[src/rtl/rr_slot_sched.sv]
// Time-slice round-robin scheduler: grants one requester at a time for a slot of
// at most QUANTUM cycles and tracks the slot with an internal up-counter.
module rr_slot_sched #(
    parameter int NREQ    = 4,
    parameter int QUANTUM = 12,
    localparam int IDW    = ($clog2(NREQ) > 1) ? $clog2(NREQ) : 1,
    localparam int CW     = ($clog2(QUANTUM) > 1) ? $clog2(QUANTUM) : 1
) (
    input  logic            clk,
    input  logic            sreset,
    input  logic [NREQ-1:0] i_req,
    output logic [NREQ-1:0] o_grant,
    output logic [IDW-1:0]  o_grant_id,
    output logic            o_busy,
    output logic [CW-1:0]   o_slot_cnt,
    output logic            o_slot_last
);

    typedef enum logic {IDLE, GRANT} state_t;

    localparam logic [CW-1:0]  CNT_LAST = CW'(QUANTUM - 1);
    localparam logic [IDW-1:0] ID_LAST  = IDW'(NREQ - 1);

    state_t         state, state_n;
    logic [IDW-1:0] ptr, ptr_n;
    logic [IDW-1:0] gid, gid_n;
    logic [CW-1:0]  cnt, cnt_n;
    logic [NREQ-1:0] grant_vec;
    logic [IDW:0]   pick_all, pick_oth;

    // Returns {found, id}: first requesting id after 'from', wrapping modulo NREQ,
    // with 'from' itself visited last.
    function automatic logic [IDW:0] rr_pick(input logic [NREQ-1:0] req,
                                             input logic [IDW-1:0]  from);
        logic [IDW-1:0] idx;
        logic           found;
        logic [IDW-1:0] win;
        idx   = from;
        found = 1'b0;
        win   = '0;
        for (int i = 0; i < NREQ; i++) begin
            idx = (idx == ID_LAST) ? '0 : idx + IDW'(1);
            if (!found && req[idx]) begin
                found = 1'b1;
                win   = idx;
            end
        end
        return {found, win};
    endfunction

    always_comb begin
        grant_vec = '0;
        for (int k = 0; k < NREQ; k++) begin
            grant_vec[k] = (state == GRANT) && (gid == IDW'(k));
        end
    end

    // In GRANT ptr always equals gid, so searching from ptr starts at g+1.
    assign pick_all = rr_pick(i_req, ptr);
    assign pick_oth = rr_pick(i_req & ~grant_vec, ptr);

    always_comb begin
        state_n = state;
        ptr_n   = ptr;
        gid_n   = gid;
        cnt_n   = cnt;
        case (state)
            IDLE: begin
                if (pick_all[IDW]) begin
                    state_n = GRANT;
                    ptr_n   = pick_all[IDW-1:0];
                    gid_n   = pick_all[IDW-1:0];
                    cnt_n   = '0;
                end
            end
            GRANT: begin
                if (!i_req[gid]) begin
                    if (pick_oth[IDW]) begin
                        ptr_n = pick_oth[IDW-1:0];
                        gid_n = pick_oth[IDW-1:0];
                        cnt_n = '0;
                    end else begin
                        state_n = IDLE;
                        gid_n   = '0;
                        cnt_n   = '0;
                    end
                end else if (cnt == CNT_LAST) begin
                    // Current holder still requests, so a winner always exists.
                    ptr_n = pick_all[IDW-1:0];
                    gid_n = pick_all[IDW-1:0];
                    cnt_n = '0;
                end else begin
                    cnt_n = cnt + CW'(1);
                end
            end
            default: begin
                state_n = IDLE;
                gid_n   = '0;
                cnt_n   = '0;
            end
        endcase
    end

    always_ff @(posedge clk) begin
        if (sreset) begin
            state <= IDLE;
            ptr   <= ID_LAST;
            gid   <= '0;
            cnt   <= '0;
        end else begin
            state <= state_n;
            ptr   <= ptr_n;
            gid   <= gid_n;
            cnt   <= cnt_n;
        end
    end

    assign o_grant     = grant_vec;
    assign o_grant_id  = gid;
    assign o_busy      = (state == GRANT);
    assign o_slot_cnt  = cnt;
    assign o_slot_last = (state == GRANT) && (cnt == CNT_LAST);

endmodule

[config.mk]
export PLATFORM = sky130hd
export DESIGN_NAME = rr_slot_sched
export DESIGN_NICKNAME = d
export VERILOG_FILES = /design/src/rtl/rr_slot_sched.sv
export SDC_FILE = /design/constraint.sdc
export NUM_CORES = 1
export LEC_CHECK = 0
export BUFFER_PORTS_ARGS = -buffer_cell sky130_fd_sc_hd__clkbuf_2
export CAP_MARGIN = 20
export CORE_MARGIN = 8
export CORE_UTILIZATION = 50
export DETAILED_ROUTE_END_ITERATION = 8
export PLACE_DENSITY = 0.76
export SYNTH_ARGS = -nofsm -noshare
export SYNTH_HDL_FRONTEND = slang
export SYNTH_SLANG_ARGS = --single-unit
export TNS_END_PERCENT = 30
[constraint.sdc]
create_clock -name clk -period 3.13 [get_ports clk]
set_input_delay 0.4695 -clock clk [delete_from_list [all_inputs] [get_ports clk]]
set_output_delay 0.4695 -clock clk [all_outputs]
set_load 0.02 [all_outputs]
=== After elaboration in Yosys (flattened, before gate mapping) ===
Index checks and enable logic that the tools add are counted.

* Flip-flop bits (word level): 9
* Bits of input ports: 6

* Add/subtract/negate cells: 5
* $lt $le $gt $ge: 5
* Equal/unequal tests: 11
* Mux-type cells: 54
* Bitwise logic cells: 3
* Reductions and logical operators: 20

{| class="wikitable"
|+ Operator list
! cell !! count
|-
| 2-to-1 mux 2 bit || 18
|-
| 2-to-1 mux 1 bit || 20
|-
| binary-select mux 1 bit (select 2 bit) || 9
|-
| less-than comparator 2 x 3 -> 1 bit (second input constant) || 5
|-
| == test 2 bit (second input constant) || 6
|-
| 2-to-1 mux 4 bit || 3
|-
| logical AND 1 bit || 11
|-
| adder 2 x 1 -> 2 bit (second input constant) || 4
|-
| one-hot mux 2 bit (2 select lines) || 2
|-
| one-hot mux 4 bit (2 select lines) || 1
|-
| zero test 1 bit || 6
|-
| adder 4 x 1 -> 4 bit (second input constant) || 1
|-
| AND 4 bit || 1
|-
| == test 4 bit (second input constant) || 1
|-
| inverter 4 bit || 1
|-
| inequality test 3 x 1 -> 1 bit (second input constant) || 1
|-
| inequality test 3 x 2 -> 1 bit (second input constant) || 1
|-
| AND reduction 3 bit || 1
|-
| == test 2 x 1 -> 1 bit (second input constant) || 1
|-
| zero test 2 bit || 1
|-
| inequality test 2 bit (second input constant) || 1
|-
| one-hot mux 1 bit (2 select lines) || 1
|-
| AND reduction 2 bit || 1
|-
| inverter 1 bit || 1
|}

=== Logic depth before layout (Yosys ltp) ===
Gate-level depths: netlist (run 1).

* Depth in word-level cells: 19
* Mapped depth: 7

=== Worst setup path after synthesis (run 1) ===
Ideal clock, no wire load.

* Kind: register to register
* From: register ptr[0]
* To: register cnt[0] (netlist: o_slot_cnt[0])
* Data arrival time: 2081 ps
* Data required time: 3066 ps
* Path slack: 985 ps
* Stages on the path, launching flop included: 8
* Clock period less this slack: 2145 ps
* Path through: dfxtp_1 > ha_1 > or4b_4 > o21a_4 > o31ai_4 > a22oi_4 > or2_4 > nor2_1

* Longest elaborated chain between the ends: 15
* Elaborated cells on any way between the ends: 31
* Classes of those cells: 4 x add/sub; 5 x eq/ne; 16 x mux; 6 x reduce/logical

{| class="wikitable"
|+ RTL lines
! element !! line !! text
|-
| from (decl) || 25 || <nowiki>logic [IDW-1:0] ptr, ptr_n;</nowiki>
|-
| from (signal assigned) || 112 || <nowiki>ptr <= ptr_n;</nowiki>
|-
| adder 2 x 1 -> 2 bit / == test 2 bit (equally long branches) || 42 || <nowiki>idx = (idx == ID_LAST) ? '0 : idx + IDW'(1);</nowiki>
|-
| 2-to-1 mux 2 bit * || 42 ||
|-
| branches (longest 11 deep; another with adder 2 x 1 -> 2 bit) || n/a ||
|-
| 2-to-1 mux 1 bit * || 43 || <nowiki>if (!found && req[idx]) begin</nowiki>
|-
| inequality test 2 bit (no source line) * || n/a ||
|-
| to (signal assigned) || 114 || <nowiki>cnt <= cnt_n;</nowiki>
|-
| to (decl) || 27 || <nowiki>logic [CW-1:0] cnt, cnt_n;</nowiki>
|}

Mark *: on every way between the ends. The select of a mux whose other input is x is not followed.
A chain may end at the register's enable or synchronous reset.

=== Final worst setup path (run 1) ===
* From: register ptr[0]
* To: register cnt[2] (netlist: o_slot_cnt[2])

Same word-level chain as after synthesis.

==> flow_summary.yaml, run 1 <==
die:
  io_pins: 18
  fp.dieW_um: 55.3
  die_area_sq_um: 3050
  core_region_area_sq_um: 1470
  dieHeight_um: 55.3
  initial_core_util_pct: 52.4
  rows: 14
worst_setup_path:
  reg2reg_slack_ps: 830
  startpoint: "ptr[0]$_SDFFE_PP1P_"
  critical_path.cell_chain: "ha_1, or4b_4, o21a_4, o31ai_4, a22oi_4, or2_4, nor2_1"
  crit_fanout: 9
  crit_end: "o_slot_cnt[2]$_SDFFE_PP0P_"
  worstSetupStartpointType: "register"
  cp.required_ps: 3330
  cp_slowest_cell: "or4b_4"
  worstSetupPathType: "reg -> reg"
  worst_setup_path_end_kind: "register"
  cp.arrival_ps: 2500
  rr_startpoint: "ptr[0]$_SDFFE_PP1P_"
  reg2reg_to: "o_slot_cnt[2]$_SDFFE_PP0P_"
  cpPeakStageDelay_ps: 500
  r2r_cells: 7
yosys:
  synth-seq-area-share_pct: 23.4
  synth_cells: 95
  synth-compound-area-share_pct: 29.5
  syn_nets: 103
  synth.largest_area_cell: "dfxtp_1"
  synth_xor_area_share_pct: 3.41
  yosysUniqueCellTypes: 43
  ys_ff_latch: 9
  yosys-top-cells-area: "dfxtp_1 (23%), nor2_1 (5.4%), mux2i_1 (3.9%), nand3_1 (3.9%), nand2_1 (3.9%)"
  synth_area_sq_um: 771
  synth_area_per_cell_sq_um: 8.11
  synth_top_family_by_area: "compound AO/OA/AOI/OAI gates"
  synth.area.mux_share_pct: 6.82
  synthAdderAreaFrac_pct: 3.25
  synthSimpleGateAreaFrac_pct: 28.4
  synth-edff-count: 0
  async_reset_ff_share_pct: 0
  synthFlopType: "dfxtp_1"
  synth_warnings: 0
  synth_top_area_share_pct: 23.4
placement:
  post-dp-hpwl_um: 1410
  numPortBuffers: 17
  gp_congestion: 0.906
detailed_routing:
  routedWlPerCell_um: 14.9
  avgViaCountPerCell: 5.98
  drcViolationCount: 0
  drtIter0Drc: 14
  dr_total_vias: 759
  antenna_left: 0
  first_pass_iters: 5
  wl_um: 1900
cells_and_area:
  drive_gt1_share_pct: 25.2
  nets: 120
  fin_util_pct: 59.6
  area_delta_synth_final_pct: 13.8
  antennaDiodeCount: 0
clocking:
  cts_root_buf: "clkbuf_4"
  cts_buffer_depth: 2
  htree_num_levels: 1
  clkSinkCount: 9
  cts_tree: "done"
  cts_setup_buffers: 0
  clk_pin_slew_ps: 60
  numCtsBuffers: 3
  clock_latency_ps: 260
  cts_hold_buf: 0
  cts-resized-gates: 0
power_and_ir_drop:
  combPwrFrac_pct: 63.6
  sw_frac_of_total_pct: 48.7
  pwr-share-seq_pct: 25.3
  p_leak_nw: 0.374
  pwr-share-clk_pct: 11.1
  finalPower_mw: 0.811
  switchingPower_mw: 0.395
  power_density_nw_per_um2: 925
  p_int_mw: 0.416
  ir_worst_vdd_uv: 635
global_route:
  grt_first_pass_wirelength_um: 3300
  grt_use_met2_pct: 18.8
  met3_usage_pct: 4.11
  first_global_vias: 765
  grt_max_degree: 13
  grt_remaining_overflow: 0
  grt.met1_usage_pct: 15.3
  globalRouteTotalUtil_pct: 12.6
  grt_busiest_layer: "met2"
  antenna_found_initial: 0
worst_hold_path:
  min_path_type: "in -> reg"
timing:
  min_period_over_period_pct: 73.5
  hold_viol: 0
  hold_slack_ps: 478
  min_period_ps: 2300
  setup_viol: 0
  rsz0062_at_grt: "false"
  clock_skew_ps: 2.14
  worst_slew_pin_slew_ps: 436
  drv_slew: 0
  max_freq_mhz: 435
  timing.setup.tns_ps: 0
  slew_headroom_pct: 70.7
job:
  drv_cap: 0
status:
  status: "complete, no violations"
==> metrics by stage <==
step | instances | worst slack [ps] | instance area [sq um]
2_1_floorplan | 95 | 985 | 771
3_3_place_gp | 123 | 890 | 851
3_5_place_dp | 123 | 851 | 851
4_1_cts | 127 | 833 | 877
5_1_grt | 127 | 688 | 877
6_report | 127 | 829 | 877
==> synth_stat cells (2+ instances only) <==
cell	n
nor2_1	11
dfxtp_1	9
nand2_1	8
nand3_1	6
o21ai_0	5
inv_1	4
a21oi_1	3
mux2i_1	3
nor3_1	3
xnor2_1	3
a211oi_1	2
a221oi_1	2
a22oi_1	2
buf_2	2
clkbuf_1	2
ha_1	2
nand3b_1	2
==> worst max-delay path, delay by kind of cell (launching register included) <==
kind            cells  cell delay (ps)
compound gates      3              590
flops               1              380
fa+ha+maj           1              420
simple gates        3              860
==> logic make-up (layout without fill, tap and decap cells) <==
group	count (synthesis)	count (layout)
compound gates	27	27
xor+xnor	3	3
fa+ha+maj	2	2
buf+inv	9	25
flops	9	9
mux	4	4
simple gates	41	41
==> metal layers <==
metal	vias to the layer above	wire length, um	share of wire (%)
met3	7	106	5.6
met1	339	905	48
met5	-	0	0
met2	22	832	44
met4	0	54	2.8
li1	391	-	-
==> cell usage in the layout, fill, tap and decap left out, types with 2 or more instances in the layout <==
cell	instances
clkbuf_2	17
a21oi_1	3
inv_1	4
ha_1	2
nor3_1	3
nand3b_1	2
clkbuf_4	3
a211oi_1	2
mux2i_1	3
nand3_1	6
xnor2_1	3
dfxtp_1	9
nor2_1	11
nand2_1	8
a221oi_1	2
o21ai_0	5
a22oi_1	2
==> power by group through the flow <==
stage | Combinational [mW] | Clock [mW] | Sequential (mW)
2_1_floorplan | 0.410 | 0 | 0.200
3_3_place_gp | 0.502 | 0 | 0.201
3_5_place_dp | 0.512 | 0 | 0.205
4_1_cts | 0.515 | 0.0939 | 0.204
5_1_grt | 0.571 | 0.0991 | 0.213
6_report | 0.516 | 0.0897 | 0.205
==> final cells by class <==
| type | count | area [sq um] |
|---|---|---|
| timing repair buffer | 17 | 85.1 |
| multi-input combinational | 77 | 551 |
| tap | 16 | 20.0 |
| inverter | 4 | 15.0 |
| clock buffer | 4 | 26.3 |
| fill | 141 | 594 |
| sequential | 9 | 180 |
==> how the worst min path moves through the flow <==
stage                        startpoint  depth (start not counted)                    endpoint
floorplan           ptr[1]$_SDFFE_PP1P_                          2         ptr[1]$_SDFFE_PP1P_
global route                     sreset                          2  o_slot_cnt[1]$_SDFFE_PP0P_
global placement    ptr[1]$_SDFFE_PP1P_                          2         ptr[1]$_SDFFE_PP1P_
finish                           sreset                          2  o_slot_cnt[1]$_SDFFE_PP0P_
CTS                              sreset                          2  o_slot_cnt[1]$_SDFFE_PP0P_
detailed placement  ptr[1]$_SDFFE_PP1P_                          2         ptr[1]$_SDFFE_PP1P_
==> state kept, by name (all words and copies together), names as in the netlist <==
signal and cells:
ptr 2, o_grant_id 2, o_busy 1, o_slot_cnt 4
Power figures use the tool's default switching activity.
==> run 2, diff against run 1 <==
--- a/config.mk
+++ b/config.mk
@@ -5,12 +5,13 @@
 export SDC_FILE = /design/constraint.sdc
 export NUM_CORES = 1
 export LEC_CHECK = 0
+export ABC_AREA = 1
 export BUFFER_PORTS_ARGS = -buffer_cell sky130_fd_sc_hd__clkbuf_2
 export CAP_MARGIN = 20
 export CORE_MARGIN = 8
 export CORE_UTILIZATION = 50
 export DETAILED_ROUTE_END_ITERATION = 8
-export PLACE_DENSITY = 0.76
+export PLACE_DENSITY = 0.75
 export SYNTH_ARGS = -nofsm -noshare
 export SYNTH_HDL_FRONTEND = slang
 export SYNTH_SLANG_ARGS = --single-unit
==> constraint.sdc (replaced) <==
create_clock -name clk -period 2.4 [get_ports clk]
set_input_delay 0.36 -clock clk [delete_from_list [all_inputs] [get_ports clk]]
set_output_delay 0.36 -clock clk [all_outputs]
set_load 0.02 [all_outputs]
==> run 2 against run 1 <==
Net effect:
- count of clock-buffer cells in the layout stayed put
- core utilization shrank 1.6 points
- critical path depth is 5 higher
- setup slack got worse by 470 ps
- synthesized cell count grew 55%
- clock skew hardly changed
- fmax increased by 13%
- first-iteration DRC count is 64% higher
- die area increased by 9.4%
- cell area grew 12%
- final cell count rose by 43%
==> flow_summary.yaml, run 2 <==
status:
  status: "complete, no violations"
power_and_ir_drop:
  combPwrFrac_pct: 74.7
  pwr-share-clk_pct: 9.0
  switchingPower_mw: 0.795
  ir_worst_vdd_uv: 788
  sw_frac_of_total_pct: 58.8
  p_int_mw: 0.557
  pwr-share-seq_pct: 16.4
  power_density_nw_per_um2: 1380
  p_leak_nw: 0.527
yosys:
  ys_ff_latch: 9
  synthFlopType: "dfxtp_1"
  synth_area_per_cell_sq_um: 5.94
  synth_area_sq_um: 873
  yosysUniqueCellTypes: 23
  synth_warnings: 0
  synth_cells: 147
  async_reset_ff_share_pct: 0
  netlist_top_cells_count: "nand2_1 (50), nor2_1 (15), inv_1 (14), nand3_1 (14), nand2_2 (13)"
  synth_top_area_share_pct: 21.5
  yosys-top-cells-area: "nand2_1 (21%), dfxtp_1 (21%), nand2_2 (9.3%), nand3_1 (8.0%), nor2_1 (6.4%)"
  syn_nets: 155
  synth-edff-count: 0
  synth-seq-area-share_pct: 20.6
  yosysMostFrequentCell: "nand2_1"
  synth.largest_area_cell: "nand2_1"
die:
  initial_core_util_pct: 51.7
  die_area_sq_um: 3340
  core_region_area_sq_um: 1690
  rows: 15
  io_pins: 18
  dieHeight_um: 57.8
  fp.dieW_um: 57.8
global_route:
  met3_usage_pct: 2.65
  grt.met1_usage_pct: 15.7
  grt_use_met2_pct: 22.3
  antenna_found_initial: 0
  grt_max_degree: 13
  first_global_vias: 904
  grt_busiest_layer: "met2"
  grt_remaining_overflow: 0
  globalRouteTotalUtil_pct: 13.3
  grt_first_pass_wirelength_um: 3620
timing:
  drv_slew: 0
  hold_viol: 0
  worst_slew_pin_slew_ps: 487
  min_period_over_period_pct: 85.1
  clock_skew_ps: 2.04
  min_period_ps: 2040
  setup_viol: 0
  max_freq_mhz: 490
  slew_headroom_pct: 67.5
  rsz0062_at_grt: "false"
  timing.setup.tns_ps: 0
clocking:
  cts_tree: "done"
  cts_setup_buffers: 0
  clk_pin_slew_ps: 60
  cts_root_buf: "clkbuf_4"
  numCtsBuffers: 3
  clock_latency_ps: 270
  cts-resized-gates: 0
  cts_hold_buf: 0
  htree_num_levels: 1
  cts_buffer_depth: 2
  clkSinkCount: 9
detailed_routing:
  drcViolationCount: 0
  first_pass_iters: 4
  avgViaCountPerCell: 5.19
  antenna_left: 0
  dr_total_vias: 945
  routedWlPerCell_um: 11.5
  wl_um: 2100
  drtIter0Drc: 23
cells_and_area:
  fin_util_pct: 58.0
  layout_commonest_cell: "nand2_1"
  final_cell_mix: "nand2_1 (50), clkbuf_2 (17), nor2_1 (15)"
  nets: 174
  largest_register_ffs: 4
  nFillCells: 180
  area_delta_synth_final_pct: 12.2
  antennaDiodeCount: 0
  drive_gt1_share_pct: 26.7
placement:
  numPortBuffers: 17
  post-dp-hpwl_um: 1680
  gp_congestion: 0.793
worst_setup_path:
  cp.required_ps: 2610
  worst_setup_path_end_kind: "register"
  worstSetupPathType: "reg -> reg"
  worstSetupStartpointType: "register"
  cp.arrival_ps: 2250
  crit_fanout: 11
job:
  drv_cap: 0
worst_hold_path:
  min_path_type: "in -> reg"
run 2: cell count changes after synthesis, sizes merged, moves of 3 or more:
cell,before,now
mux2i,3,0
nand3,6,16
nand2,8,65
xnor2,3,0
inv,4,16
a21oi,3,6
nor2,12,19
a22oi,3,0
run 2: final timing paths:
path	startpoint	to	slack [ps]	depth (start not counted)
max reg2reg	ptr[0]$_SDFFE_PP1P_	o_grant_id[0]$_SDFFE_PP0P_	360	12
min	sreset	o_slot_cnt[3]$_SDFFE_PP0P_	370	2
max	ptr[0]$_SDFFE_PP1P_	o_grant_id[0]$_SDFFE_PP0P_	360	12
min reg2reg	ptr[1]$_SDFFE_PP1P_	ptr[1]$_SDFFE_PP1P_	480	2
run 2: area by class of cell:
cell class                      instances  area (sq um)  area share [%]
Multi-Input combinational cell        119           607            61.9
Sequential cell                         9           180            18.4
Timing Repair Buffer                   17          85.1            8.68
Inverter                               16          60.1            6.13
Clock buffer                            4          26.3            2.68
Tap cell                               17          21.3            2.17
run 2: kinds of logic after synthesis:
group,synth area share (%)
adder cells (fa/ha/maj),2.86
AND/OR/NAND/NOR,57.0
flip-flops,20.6
AO/OA/AOI/OAI,7.59
XOR/XNOR,2.01
buffers and inverters,9.89
run 2: stage by stage:
step | worst slack (ps) | power (mW) | std cells | cell area (sq um) | hold WS [ps]
3_5_place_dp | 387 | 1.22 | 178 | 953 | 467
6_report | 358 | 1.35 | 182 | 980 | 370
2_1_floorplan | 719 | 1.06 | 147 | 873 | 438
4_1_cts | 371 | 1.35 | 182 | 980 | 364
3_3_place_gp | 489 | 1.20 | 178 | 953 | 460
5_1_grt | 194 | 1.47 | 182 | 980 | 382
run 2: per-layer routing:
layer	share of wire, %	up-vias
met5	0	-
met4	1.3	0
met3	2.8	6
met2	47	15
met1	49	421
li1	-	503
run 2: worst max-delay path: stages, from the launching register on:
cell,delay [ps]
dfxtp_1,350
ha_1,240
nor2_2,390
nand2_1,100
nand2_1,150
nand2_1,110
nand2_4,100
nand3_4,110
nor2_2,130
nand2_1,60
nand2_1,110
nor2_1,60
nor2_2,70
run 2: power by group through the flow:
stage	sequential [mW]	clock [mW]	combinational, mW
2_1_floorplan	0.238	0	0.823
4_1_cts	0.221	0.123	1.00
3_5_place_dp	0.224	0	1.00
5_1_grt	0.227	0.128	1.12
3_3_place_gp	0.222	0	0.977
6_report	0.221	0.121	1.01
